==> config.mk <==
export PLATFORM = sky130hd
export DESIGN_NAME = fetch_unit
export DESIGN_NICKNAME = d
export VERILOG_FILES = /design/src/rtl/fetch_unit.sv
export SDC_FILE = /design/constraint.sdc
export NUM_CORES = 1
export LEC_CHECK = 0
export ABC_AREA = 1
export BUFFER_PORTS_ARGS = -buffer_cell sky130_fd_sc_hd__buf_2
export CORE_MARGIN = 4
export CORE_UTILIZATION = 48
export CTS_CLUSTER_SIZE = 20
export DETAILED_ROUTE_END_ITERATION = 12
export PLACE_DENSITY = 0.73
export SLEW_MARGIN = 20
export SYNTH_ARGS = -nofsm -noshare
export SYNTH_HDL_FRONTEND = slang
export SYNTH_SLANG_ARGS = --single-unit
==> constraint.sdc <==
create_clock -name clk -period 4.5 [get_ports clk]
set_input_delay 0.45 -clock clk [delete_from_list [all_inputs] [get_ports clk]]
set_output_delay 0.45 -clock clk [all_outputs]
set_load 0.03 [all_outputs]
==> src/rtl/fetch_unit.sv <==
// fetch_unit: PC owner and prefetch FIFO feeding decode with redirect flush.
// Optional FETCH_BOUND_CHECK_EN stops fetching past IMEM_WORDS and raises sticky fetch_fault.
module fetch_unit #(
  parameter logic [31:0] RESET_PC = 32'h0000_0000,
  parameter int unsigned FIFO_DEPTH = 4,
  parameter int unsigned IMEM_WORDS = 256
) (
  input  logic        clk,
  input  logic        rst,
  output logic [31:0] imem_addr,
  input  logic [31:0] imem_instr,
  input  logic        redirect_valid,
  input  logic [31:0] redirect_pc,
  output logic        id_valid,
  output logic [31:0] id_instr,
  output logic [31:0] id_pc,
  input  logic        id_ready,
  output logic        fetch_fault
);
  localparam int AW = $clog2(FIFO_DEPTH);
  if (FIFO_DEPTH < 2 || (FIFO_DEPTH & (FIFO_DEPTH - 1)) != 0 || IMEM_WORDS == 0)
    $error("fetch_unit: FIFO_DEPTH must be a power of 2 >= 2 and IMEM_WORDS nonzero");
  logic [31:0]   pc;
  logic [AW:0]   count;
  logic [AW-1:0] rd_ptr, wr_ptr;
  logic [31:0]   pc_mem [FIFO_DEPTH];
  logic [31:0]   instr_mem [FIFO_DEPTH];
  logic          pop, push, fault_block;
`ifdef FETCH_BOUND_CHECK_EN
  logic fault;
  assign fault_block = {2'b00, pc[31:2]} >= IMEM_WORDS;
  assign fetch_fault = fault;
  always_ff @(posedge clk)
    if (rst || redirect_valid) fault <= 1'b0;
    else if (fault_block) fault <= 1'b1;
`else
  assign fault_block = 1'b0;
  assign fetch_fault = 1'b0;
`endif
  assign imem_addr = pc;
  assign id_valid  = count != '0;
  assign id_pc     = pc_mem[rd_ptr];
  assign id_instr  = instr_mem[rd_ptr];
  assign pop  = id_valid && id_ready;
  assign push = !redirect_valid && (count < (AW+1)'(FIFO_DEPTH) || pop) && !fault_block;
  always_ff @(posedge clk) begin
    if (rst) begin
      pc     <= RESET_PC;
      count  <= '0;
      rd_ptr <= '0;
      wr_ptr <= '0;
    end else if (redirect_valid) begin
      pc     <= redirect_pc & ~32'h3;
      count  <= '0;
      rd_ptr <= '0;
      wr_ptr <= '0;
    end else begin
      if (push) begin
        pc_mem[wr_ptr]    <= pc;
        instr_mem[wr_ptr] <= imem_instr;
        wr_ptr            <= wr_ptr + 1'b1;
        pc                <= pc + 32'd4;
      end
      if (pop) rd_ptr <= rd_ptr + 1'b1;
      count <= count + (AW+1)'(push) - (AW+1)'(pop);
    end
  end
endmodule

==> metrics.txt <==
synthesized instance count 990; vias in the first global route 7800; largest net degree at the start of global routing 84; Seq/Total Area, Yosys 0.706; Hold EP instr_mem[3][27]$_DFFE_PP_; Slowest Stage Delay on Critical Path 0.56 ns; Final period util 0.742; Sequential Power Share 0.516; port bufs 158; row cnt 56; depth of the CTS H-tree 1; nets 1214; GR Overflow Total 0; Die H 164 µm; Final TNS setup 0 ns; CTS tree built; pwr dens 429 mW/mm²; Met1 Wirelength 11200 µm; Clk network pwr share 0.410; drt pass-1 iters 6; worst slew pin tran 0.987 ns; Setup crit end kind primary output; footprint of the multi-input gates 0.00306 mm²; mapped cell area 0.0117 mm²; area added between synthesis and finish 17.6%; GRT Resource Usage Total 0.196; Synth top cells by count 248 x edfxtp_1, 166 x nor2_1, 135 x o21ai_0; gpl congestion 0.892; Post-Route Utilization 0.579; placed insts 1426; slowest CP cell dfxtp_4; Switching Fraction 0.226; worst-skew pair later-pin latency 0.53 ns; first-pass GRT wire length 41600 µm; diodes inserted 0; count leader, synth edfxtp_1; internal reg-to-reg setup slack 2.15 ns; number of synthesized flops with an enable pin 248; crit-path cells inv_4 -> buf_4 -> o21ai_0 -> o22ai_1 -> buf_2; min-delay src imem_instr[27]; Crit Path Category register to primary output; root buffer cell clkbuf_16; Min Clock Period, post-route 3.34 ns; Synth async-reset ratio 0; routed wire length 26700 µm; non-filler cells, final 1479; DRT antenna net count 0; VDD IR-drop max 252 µV; DRT iter0 DRCs 786; R2R cell count 6; number of top-level pins 166; dpl hpwl 15700 µm; die area 0.0268 mm²; CP Launch Type register; Compound-Gate Fraction of Synth Area 0.127; Met3 Wirelength 2130 µm; combinational family with the most area after synthesis compound AO/OA/AOI/OAI gates; fin. max-slew vios 0; ratio of cells with drive above 1 in the final layout 0.213; hold bufs inserted after CTS 0; synthesized area per cell 11.8 µm²; highest metal used met4; FMAX 0.300 GHz; Hold Crit Class input pin to register; status completed; Hold Crit Depth 1; final instance area 0.0137 mm²; wire per inst 18.0 µm; Bufs on Longest Clock Path 3; CTS buffer count 29; Yosys top cell by area edfxtp_1; DRC 0; Synth cell types 34; CTS clk-pin slew, worst paths 0.06 ns; largest cells by area after synthesis edfxtp_1 64%, dfxtp_1 6.7%, o21ai_0 5.8%; Pint 4550 µW; Yosys warnings 0; core area 0.0237 mm²; Routed met2 length 12800 µm; mux contribution to synthesized area 0; Initial Utilization 0.492; Fin Clk Skew 0.0148 ns; Reg2Reg Launch Point count[2]$_SDFF_PP0_; leakage power 0.00494 µW; via/cell ratio 5.47; initial antenna violation count 0; via count 8087; hold violation total from the final report 0; worst path bufs/invs 3; Layout fillers 1983; Synth Flop Type edfxtp_1; Placed Area 0.0127 mm²; Seq. cell area 0.00823 mm²; largest fanout on the critical path 83; Pwr Total 5880 µW; Post-Synth Simple-Gate Area 0.118; Worst slew margin 0.342; unrepaired setup endpoints after global routing no; clock tree sinks 287; Post-CTS Setup Bufs 0; R2R Path End pc_mem[3][30]$_DFFE_PP_; Synth Area in XOR/XNOR 0.00526; Final Setup Violations 0; Comb pwr share 0.074; chip width 164 µm; critical path's top delay family buffers and inverters; synthesis-stage register bit count 287; Required @ worst endpoint 4.05 ns; sw power 1330 µW; max-cap viol count 0; Data arrival, critical path 2.89 ns; Adder-Cell Fraction of Synth Area 0.00923; post_cts resized 0; top-area cell type share of the netlist area 0.639
[cells by family (layout without fill, tap and decap cells)]
family | count (synthesis) | count (layout)
simple gates | 324 | 324
flops | 287 | 287
compound gates | 264 | 264
buf+inv | 99 | 265
fa+ha+maj | 8 | 8
xor+xnor | 7 | 7
other cells | 1 | 5
[routing by layer]
layer  vias up  global-route usage
met5         -                   0
met4         0              0.0515
met3        45              0.0326
met2       314               0.325
met1      3887               0.270
li1       3841                   -
[worst max path at each step]
stage / from / endpoint / cells past startpoint
detailed placement: redirect_valid / instr_mem[3][22]$_DFFE_PP_ / 7
global route: register / id_pc[14] / 5
CTS: register / id_pc[14] / 5
floorplan: rst / instr_mem[0][0]$_DFFE_PP_ / 6
finish: register / id_pc[14] / 5
global placement: redirect_valid / instr_mem[3][22]$_DFFE_PP_ / 7
[sequential cells by signal, summed over array words and instances (netlist names), named ones only]
register	cells
instr_mem	128
rd_ptr	2
wr_ptr	2
pc_mem	120
imem_addr	30
count	3
[placed cells by master, fill, tap and decap left out, drive strengths merged]
| cell | netlist | routed |
|---|---|---|
| o211ai | 2 | 2 |
| nor2 | 181 | 181 |
| nand3b | 5 | 5 |
| edfxtp | 248 | 248 |
| a22oi | 18 | 18 |
| bufinv | 0 | 5 |
| o21ai | 145 | 145 |
| conb | 1 | 5 |
| clkbuf | 34 | 35 |
| a32o | 1 | 1 |
| o311ai | 1 | 1 |
| dfxtp | 39 | 39 |
| clkinv | 0 | 13 |
| nand3 | 18 | 18 |
| and2 | 1 | 1 |
| buf | 20 | 167 |
| ha | 7 | 7 |
| fa | 1 | 1 |
| a31oi | 7 | 7 |
| nor3 | 3 | 3 |
| a21oi | 27 | 27 |
| nand2 | 116 | 116 |
| inv | 45 | 45 |
| o22ai | 63 | 63 |
| xor2 | 5 | 5 |
| xnor2 | 2 | 2 |
[final cells by class]
class                      instances  share of cell area
sequential                       287               0.600
tap                              319              0.0291
clock inverter                    18              0.0155
timing repair buffer             167              0.0644
clock buffer                      35              0.0546
inverter                          45              0.0126
multi-input combinational        608               0.223
[stage by stage]
stage	worst slack [ns]	hold WS, ns
2_1_floorplan	0.363	0.436
3_3_place_gp	1.63	0.448
3_5_place_dp	1.60	0.454
4_1_cts	1.19	0.109
5_1_grt	0.978	0.113
6_report	1.16	0.139
[power groups by stage]
| stage | sequential, µW | clock [µW] | combinational, µW |
|---|---|---|---|
| global route | 3050 | 2580 | 472 |
| CTS | 3040 | 2470 | 438 |
| global placement | 3090 | 0 | 429 |
| floorplan | 3100 | 0 | 260 |
| finish | 3040 | 2410 | 434 |
| detailed placement | 3090 | 0 | 437 |
Note: power is estimated with default switching activity, not from simulation.
